--- src/rtl/tt_um_toivoh_serial_alu.sv ---
// ============================================================================
// Module   : tt_um_toivoh_serial_alu
// Brief    : Byte-loaded operands, digit-serial ADD/SUB, shift-add MUL, byte
//            readback. Optional latency counter under SERIAL_ALU_LATENCY_EN.
// Revision : 1.0  initial release
// ============================================================================
`default_nettype none

module tt_um_toivoh_serial_alu #(
    parameter int LOG2_BYTES_IN = 3,
    parameter int LOG2_DIGIT    = 0
) (
    input  logic       clk,
    input  logic       rst_n,
    input  logic       ena,
    input  logic [7:0] ui_in,
    input  logic [7:0] uio_in,
    output logic [7:0] uio_out,
    output logic [7:0] uio_oe,
    output logic [7:0] uo_out
);
    localparam int BYTES_IN = 1 << LOG2_BYTES_IN;
    localparam int W        = BYTES_IN * 4;
    localparam int R        = 2 * W;
    localparam int D        = 1 << LOG2_DIGIT;
    localparam int N_ADD    = W / D;
    localparam int N_MUL    = W;
    localparam int CW       = $clog2(W);

    localparam logic [CW-1:0] STEP_ADD = CW'(N_ADD - 1);
    localparam logic [CW-1:0] STEP_MUL = CW'(N_MUL - 1);

    localparam logic [1:0] OP_ADD = 2'b00;
    localparam logic [1:0] OP_SUB = 2'b01;
    localparam logic [1:0] OP_MUL = 2'b10;

    typedef enum logic [1:0] {
        S_IDLE = 2'd0,
        S_LOAD = 2'd1,
        S_RUN  = 2'd2,
        S_DONE = 2'd3
    } state_t;

    state_t                     state_q, state_d;
    logic [1:0]                 op_q, op_d;
    logic [R-1:0]               input_data_q, input_data_d;
    logic [R-1:0]               output_data_q, output_data_d;
    logic [W-1:0]               a_q, a_d;
    logic [W-1:0]               b_q, b_d;
    logic [R-1:0]               acc_q, acc_d;
    logic                       carry_q, carry_d;
    logic [CW-1:0]              step_q, step_d;

    logic                       cmd;
    logic [LOG2_BYTES_IN-1:0]   sel_in;
    logic [LOG2_BYTES_IN-1:0]   sel_out;
    logic [D:0]                 digit_sum;
    logic [W+D-1:0]             add_cat;
    logic [W:0]                 mul_upper;
    logic [R-1:0]               nop_result;
    logic [R-1:0]               result;

    assign cmd     = uio_in[3];
    assign sel_in  = uio_in[LOG2_BYTES_IN-1:0];
    assign sel_out = uio_in[4 +: LOG2_BYTES_IN];

    assign digit_sum = {1'b0, a_q[D-1:0]} + {1'b0, b_q[D-1:0]} + {{D{1'b0}}, carry_q};
    assign add_cat   = {digit_sum[D-1:0], acc_q[W-1:0]};
    assign mul_upper = {1'b0, acc_q[R-1:W]} + ({1'b0, a_q} & {(W+1){b_q[0]}});

`ifdef SERIAL_ALU_LATENCY_EN
    logic [15:0] lat_cnt_q, lat_cnt_d;
    logic [15:0] lat_prev_q, lat_prev_d;

    // The finished count is snapshotted at the next start so a NOP can report it.
    always_comb begin
        lat_cnt_d  = lat_cnt_q;
        lat_prev_d = lat_prev_q;
        if (state_q == S_IDLE) begin
            if (cmd) begin
                lat_prev_d = lat_cnt_q;
                lat_cnt_d  = '0;
            end
        end else if (lat_cnt_q != 16'hFFFF) begin
            lat_cnt_d = lat_cnt_q + 16'd1;
        end
    end

    always_ff @(posedge clk or negedge rst_n) begin
        if (!rst_n) begin
            lat_cnt_q  <= '0;
            lat_prev_q <= '0;
        end else begin
            lat_cnt_q  <= lat_cnt_d;
            lat_prev_q <= lat_prev_d;
        end
    end

    assign nop_result = R'(lat_prev_q);
`else
    assign nop_result = '0;
`endif

    always_comb begin
        case (op_q)
            OP_ADD,
            OP_SUB:  result = R'({carry_q, acc_q[W-1:0]});
            OP_MUL:  result = acc_q;
            default: result = nop_result;
        endcase
    end

    always_comb begin
        state_d       = state_q;
        op_d          = op_q;
        input_data_d  = input_data_q;
        output_data_d = output_data_q;
        a_d           = a_q;
        b_d           = b_q;
        acc_d         = acc_q;
        carry_d       = carry_q;
        step_d        = step_q;
        case (state_q)
            S_IDLE: begin
                if (cmd) begin
                    op_d    = ui_in[1:0];
                    state_d = S_LOAD;
                end else begin
                    input_data_d[{sel_in, 3'b000} +: 8] = ui_in;
                end
            end
            S_LOAD: begin
                // SUB is x + ~y + 1.
                a_d     = input_data_q[W-1:0];
                b_d     = (op_q == OP_SUB) ? ~input_data_q[R-1:W] : input_data_q[R-1:W];
                acc_d   = '0;
                carry_d = (op_q == OP_SUB);
                case (op_q)
                    OP_ADD, OP_SUB: step_d = STEP_ADD;
                    OP_MUL:         step_d = STEP_MUL;
                    default:        step_d = '0;
                endcase
                state_d = S_RUN;
            end
            S_RUN: begin
                case (op_q)
                    OP_ADD, OP_SUB: begin
                        acc_d[W-1:0] = add_cat[W+D-1:D];
                        carry_d      = digit_sum[D];
                        a_d          = a_q >> D;
                        b_d          = b_q >> D;
                    end
                    OP_MUL: begin
                        acc_d = {mul_upper, acc_q[W-1:1]};
                        b_d   = b_q >> 1;
                    end
                    default: ;
                endcase
                if (step_q == '0) begin
                    state_d = S_DONE;
                end else begin
                    step_d = step_q - 1'b1;
                end
            end
            S_DONE: begin
                output_data_d = result;
                state_d       = S_IDLE;
            end
            default: state_d = S_IDLE;
        endcase
    end

    always_ff @(posedge clk or negedge rst_n) begin
        if (!rst_n) begin
            state_q       <= S_IDLE;
            op_q          <= '0;
            input_data_q  <= '0;
            output_data_q <= '0;
            a_q           <= '0;
            b_q           <= '0;
            acc_q         <= '0;
            carry_q       <= 1'b0;
            step_q        <= '0;
        end else begin
            state_q       <= state_d;
            op_q          <= op_d;
            input_data_q  <= input_data_d;
            output_data_q <= output_data_d;
            a_q           <= a_d;
            b_q           <= b_d;
            acc_q         <= acc_d;
            carry_q       <= carry_d;
            step_q        <= step_d;
        end
    end

    assign uo_out  = output_data_q[{sel_out, 3'b000} +: 8];
    assign uio_out = {state_q != S_IDLE, 7'b0};
    assign uio_oe  = 8'h80;

    logic unused_ok;
    assign unused_ok = &{1'b0, ena, uio_in};

endmodule

`default_nettype wire

--- config.mk ---
export PLATFORM = sky130hd
export DESIGN_NAME = tt_um_toivoh_serial_alu
export DESIGN_NICKNAME = d
export VERILOG_FILES = /design/src/rtl/tt_um_toivoh_serial_alu.sv
export SDC_FILE = /design/constraint.sdc
export NUM_CORES = 1
export LEC_CHECK = 0
export ABC_AREA = 0
export BUFFER_PORTS_ARGS = -buffer_cell sky130_fd_sc_hd__buf_2
export CORE_ASPECT_RATIO = 0.5
export CORE_MARGIN = 2
export CORE_UTILIZATION = 36
export DETAILED_ROUTE_END_ITERATION = 10
export PLACE_DENSITY_LB_ADDON = 0.12
export SKIP_CTS_REPAIR_TIMING = 1
export SYNTH_ARGS = -nofsm -noshare
export SYNTH_HDL_FRONTEND = slang
export SYNTH_SLANG_ARGS = --single-unit
--- constraint.sdc ---
create_clock -name clk -period 5.87 [get_ports clk]
set_input_delay 0.2935 -clock clk [delete_from_list [all_inputs] [get_ports clk]]
set_output_delay 0.2935 -clock clk [all_outputs]
set_load 0.01 [all_outputs]
Word-level counts from Yosys, hierarchy flattened
Index checks and enable logic that the tools add are counted.

Latch bits: 0. Input bits: 19. Bits in writable memories: 0. Bits in read-only memories: 0. Output and inout bits: 24. Memories kept: 0. Register bits: 266. Logic and storage cells: 66.

Bitwise logic cells: 3. Multiplexer cells: 18. Shift-type cells: 3. Eq/ne operators: 12. $lt $le $gt $ge: 0. Multipliers: 0. Reduce and logical (&&, ||, !) cells: 15. Div/mod/pow operators: 0. $add $sub $neg: 5.

Operators by type and width (count): one-hot mux 64 bit (2 select lines) (2); one-hot mux 32 bit (2 select lines) (3); 2-to-1 mux 32 bit (4); bitwise mux 64 bit (1); variable shift 8 x 8 -> 64 bit (first input constant) (1); indexed part select 64 x 7 -> 8 bit (1); indexed part select 8 x 8 -> 64 bit (1); adder 32 x 33 -> 33 bit (1); AND 32 x 33 -> 33 bit (1); NOT 32 bit (1); AND reduction 2 bit (8); 2-to-1 mux 5 bit (2); one-hot mux 5 bit (2 select lines) (1); inequality test 2 bit (second input constant) (4); negator 6 -> 8 bit (1); one-hot mux 2 bit (4 select lines) (1); equality test 2 bit (second input constant) (3); logical NOT 5 bit (1); subtractor 5 x 1 -> 5 bit (second input constant) (1); equality test 2 x 1 -> 1 bit (second input constant) (2); logical NOT 2 bit (2); 2-to-1 mux 2 bit (2); inequality test 2 x 1 -> 1 bit (second input constant) (2); nonzero test 2 bit (2); other kinds (8) (8).

Logic depth before layout (Yosys ltp)
Depth in word-level cells: 4. Depth in mapped cells: 12. Depth with buffers taken out: 12.

Worst setup path after synthesis
Ideal clock, no wire load.

Path kind: flip-flop to flip-flop. Start: reg b_q[0]. End: reg acc_q[59]. Library setup time: 126 ps. Arrival: 2605 ps. Clock period less this slack: 2731 ps. Path slack: 3139 ps. Required time: 5744 ps. Stages on the path, launching flop included: 11. Path through: dfrtp_1 -> clkbuf_1 -> and2_1 -> ha_1 -> a21o_1 -> a221o_1 -> a21oi_2 -> o21ai_2 -> a41o_1 -> a31o_1 -> a221o_1.

Word-level cells in the longest chain between the ends: 4.

Ends and longest elaborated chain: from (decl) (line 49) `logic [W-1:0] b_q, b_d;`; from (signal assigned) (line 180) `b_q <= '0;`; from (signal assigned) (line 190) `b_q <= b_d;`; AND 32 x 33 -> 33 bit (line 69) `assign mul_upper = {1'b0, acc_q[R-1:W]} + ({1'b0, a_q} & {(W+1){b_q[0]}});`; adder 32 x 33 -> 33 bit (line 69); 2-to-1 mux 32 bit (line 146) `case (op_q)`; one-hot mux 64 bit (2 select lines) (line 123) `case (state_q)`; to (signal assigned) (line 181) `acc_q <= '0;`; to (signal assigned) (line 191) `acc_q <= acc_d;`; to (decl) (line 50) `logic [R-1:0] acc_q, acc_d;`.

No other way between the ends. The select of a mux whose other input is x is not followed. A chain may end at the register's enable or synchronous reset.

Final worst setup path
Start: reg b_q[0]. End: reg acc_q[61].

The elaborated chain is that of the path after synthesis.

==> impl.org <==
** STA
- The worst pin sits at a relative slew slack of 30.4%.
- The hold violation count in the final report is 0.
- Setup repair after global routing left no endpoint under its margin.
- Final sum of negative setup slack :: 0 ns
- Ratio of final minimum period to clock period :: 62.4%
- Final setup violation count :: 0
- For the pin with the worst max-slew slack, the measured transition is 1.04 ns.
- Clock Skew :: 0.00934 ns
- Final slew viol count :: 0
- The smallest clock period supported by the final layout is computed as 3.66 ns.
- Highest achievable clock rate :: 273 MHz

** CTS
- Sinks on Clock Net :: 266
- Max Root-Sink Buffers :: 3
- Counting the buffers created by CTS gives 28.
- TritonCTS built the clock tree.
- The later pin in the worst-skew pair is clocked with a latency of 0.55 ns.
- Number of H-tree branching levels :: 1
- Clk pin slew, worst setup/hold paths :: 0.07 ns
- In this run the clock root is driven by a clkbuf_16.

** Pwr
- Share of power burned in registers :: 37.0%
- The internal portion of the total power is 4.35 mW.
- In this run the power density over the cells is 477 nW/um^2.
- For this design the static power due to leakage is 6.53 nW.
- Maximum ir drop on the vdd rail :: 279 uV
- The analysis attributes to net switching a power of 2.97 mW.
- The share of total power dissipated in combinational logic is 38.6%.
- Clock share of power :: 24.3%
- Of the total power, the share spent switching nets is 40.6%.

** Synth
- Average cell area after synthesis :: 9.14 sq um
- Post-synth top cells :: dfrtp_1, nand2_1, o21ai_0
- For this run, the register share of the synthesized area comes to 47.9%.
- Leading post-synthesis cells by cell area :: dfrtp_1, o21ai_0, nand2_1
- Counting flops with an async set or reset pin after synthesis yields a share of 100%.
- In this run, synthesis inferred 0 flip-flops with an integrated enable.
- After synthesis the netlist holds a flip-flop and latch count of 266.
- The most used flip-flop cell after synthesis is dfrtp_1.
- Summed over its instances, the top area cell type makes up 47.9% of the synthesized netlist area.
- For this run, the number of Yosys warnings is 0.
- Cell taking the most area after synthesis :: dfrtp_1
- Gate count of the mapped netlist :: 1,520
- Number of distinct library cells after synthesis :: 61
- Synthesized area :: 13,900 sq um
- Leading cell type by number of instances after synthesis :: dfrtp_1

** Status
- Status :: finished clean

** Worst setup path
- Endpoint required time on the critical path :: 6.36 ns
- The worst setup path is launched from a register.
- Reg2reg setup slack :: 2.21 ns
- Cell-by-cell trace of the critical path :: buf_4 > inv_1 > nor2_1 > ha_1 > inv_1 > fa_1 > nand2b_1 > a21oi_1 > a21oi_2 > o221ai_1 > a21oi_1 > or4_1 > nand3_1
- Arrival time worst endpoint :: 4.15 ns
- In this run the worst path has a maximum fanout of 20.
- Endpoint class of the critical path :: register
- The setup path with the least slack is of type reg2reg.
- Critical path's slowest cell :: dfrtp_1
- The largest single stage delay on the critical path is 0.68 ns.

** Final layout
- Area overhead of the layout relative to synthesis :: 10.5%
- The count of cells in the finished layout, fillers not included, comes to 2,036.
- In the final design database the tool counted 1,558 nets.
- Share of cells above drive strength 1 :: 9.64%
- Multi-input gate area in the final layout :: 6560 sq um
- Post-route core utilization :: 40.7%
- Sequential cell area :: 6660 sq um
- Count of fill cells added during filler insertion :: 3,755

** Placed design
- Post-detailed-placement half-perimeter wirelength :: 22,600 microns
- Port-buffer cells :: 25
- Routability-driven placement finished with a final weighted congestion of 0.885.
- In this run, placement finished with an instance count of 1,985.

** Global route
- For this run, the total global-route usage over all layers was measured as 17.5%.
- Number of global-route vias before repair :: 10,144
- Wire length of the first global-routing pass :: 55,900 microns
- Entering global routing, the biggest net connects 154 pins.
- For this run the aggregate overflow at the end of global routing stands at 0.
- Number of antenna violations at the first check in global routing :: 1

** Routing
- After the first detailed-routing iteration, the DRC count stood at 710.
- For this run, design rule violations remaining after detail routing come to 0.
- Pre-Repair DR Iteration Count :: 5
- Using the TritonRoute via totals, the vias-per-cell ratio works out to 5.07.
- Antenna violation net count after detailed routing :: 0
- For this block, the routed nets add up to 34,300 microns of wire.
- The routed layout has 10,332 vias.
- Dividing the detail-routed wire length by the instance count gives 16.9 microns.

** Worst hold path
- Type of the worst min-delay path :: in2reg

** Floorplanning
- Initial core utilization :: 36.8%
- The die covers 40,300 sq um.
- The core region is 37,700 sq um.
- In this run the core area contains 50 standard-cell rows.
- In this run the horizontal extent of the chip is 282 microns.
- In this run the count of I/O pins placed on the die edge is 43.
- Measured along the y axis, the die boundary spans 143 microns.

** Run
- Max-cap violations in this run came to 0.
-- final cells by class --
type / count / share of cell area [%]
flip-flops and latches: 266 / 43.4
multi-input cells: 1075 / 42.7
diodes: 1 / 0.0163
repair buffers: 38 / 1.61
well taps: 520 / 4.24
inverters: 87 / 2.13
clock buffers: 35 / 5.07
clock inverters: 14 / 0.832
-- power groups by stage --
stage | clock network, mW | logic, mW | registers (mW)
5_1_grt | 1.91 | 3.22 | 2.78
3_5_place_dp | 0 | 2.84 | 2.75
3_3_place_gp | 0 | 2.78 | 2.72
2_1_floorplan | 0 | 2.25 | 2.57
6_report | 1.78 | 2.83 | 2.71
4_1_cts | 1.83 | 2.85 | 2.71
-- final timing paths --
check / start / endpoint / cells past startpoint
worst max-delay path: b_q[0] / acc_q[61] / 13
max in group asynchronous: rst_n / input_data_q[51] / 3
worst min register to register: input_data_q[27] / input_data_q[27] / 2
min in group asynchronous: rst_n / output_data_q[3] / 2
worst min-delay path: uio_in[3] / op_q[0] / 3
worst max register to register: b_q[0] / acc_q[61] / 13
-- layout by cell type (no fill, tap or decap), types with 3 or more instances in the layout --
cell type / n
o21ai_1: 3
o21bai_1: 3
buf_4: 11
a21oi_1: 102
o41ai_1: 3
a211oi_1: 4
nand3_1: 86
mux2i_1: 34
mux4_2: 16
xnor2_1: 47
buf_2: 24
o21ai_0: 214
ha_1: 39
o31ai_1: 4
a31oi_1: 4
mux2_2: 31
clkinvlp_4: 3
nor2_1: 95
clkinv_2: 9
nand2b_1: 8
xor2_1: 12
nand4_1: 6
a21o_1: 10
o211ai_1: 9
nor3_1: 8
a221o_1: 3
clkbuf_16: 29
inv_1: 87
clkbuf_8: 3
clkbuf_1: 3
nor2b_1: 4
nand2_1: 229
and2_1: 33
a32o_1: 3
conb_1: 15
dfrtp_1: 266
o21a_1: 5
-- worst max-delay path, delay by kind of cell, from the launching register on --
family | cells | cell delay (ns)
AO/OA/AOI/OAI | 4 | 0.97
AND/OR/NAND/NOR | 4 | 0.91
flip-flops | 1 | 0.68
adder cells (fa/ha/maj) | 2 | 0.58
buffers and inverters | 3 | 0.43
-- per-layer routing --
metal / track usage, % / vias up / part of all wire (%)
li1: - / 5118 / -
met1: 25.4 / 4997 / 51
met2: 27.8 / 175 / 44
met3: 2.60 / 42 / 3.7
met4: 3.16 / 0 / 1.5
met5: 0 / - / 0
-- through the flow --
step	setup WS, ns	total power [mW]	area [sq um]	hold WS (ns)
CTS	2.18	7.39	15300	-0.142
global placement	2.25	5.51	14400	0.449
global route	1.87	7.91	15300	0.111
finish	2.21	7.32	15300	0.113
detailed placement	2.20	5.58	14400	0.452
floorplan	3.14	4.82	13900	-0.00209
-- state kept, by name, summed over array words and instances, names as in the netlist --
signal and count:
step_q 5, a_q 32, acc_q 64, op_q 2, state_q 2, carry_q 1
output_data_q 64, b_q 32, input_data_q 64
-- logic make-up (layout without fill, tap and decap cells) --
kind of cell | after synthesis | count (layout) | share of synthesized area, %
flip-flops | 266 | 266 | 47.9
adder cells (fa/ha/maj) | 43 | 43 | 3.98
buffers and inverters | 192 | 174 | 5.66
AND/OR/NAND/NOR | 485 | 485 | 15.3
AO/OA/AOI/OAI | 392 | 392 | 15.8
other | 2 | 16 | 0.0541
XOR/XNOR | 59 | 59 | 3.72
multiplexers | 81 | 81 | 7.56
No activity file was read; power rests on OpenSTA's default activity.
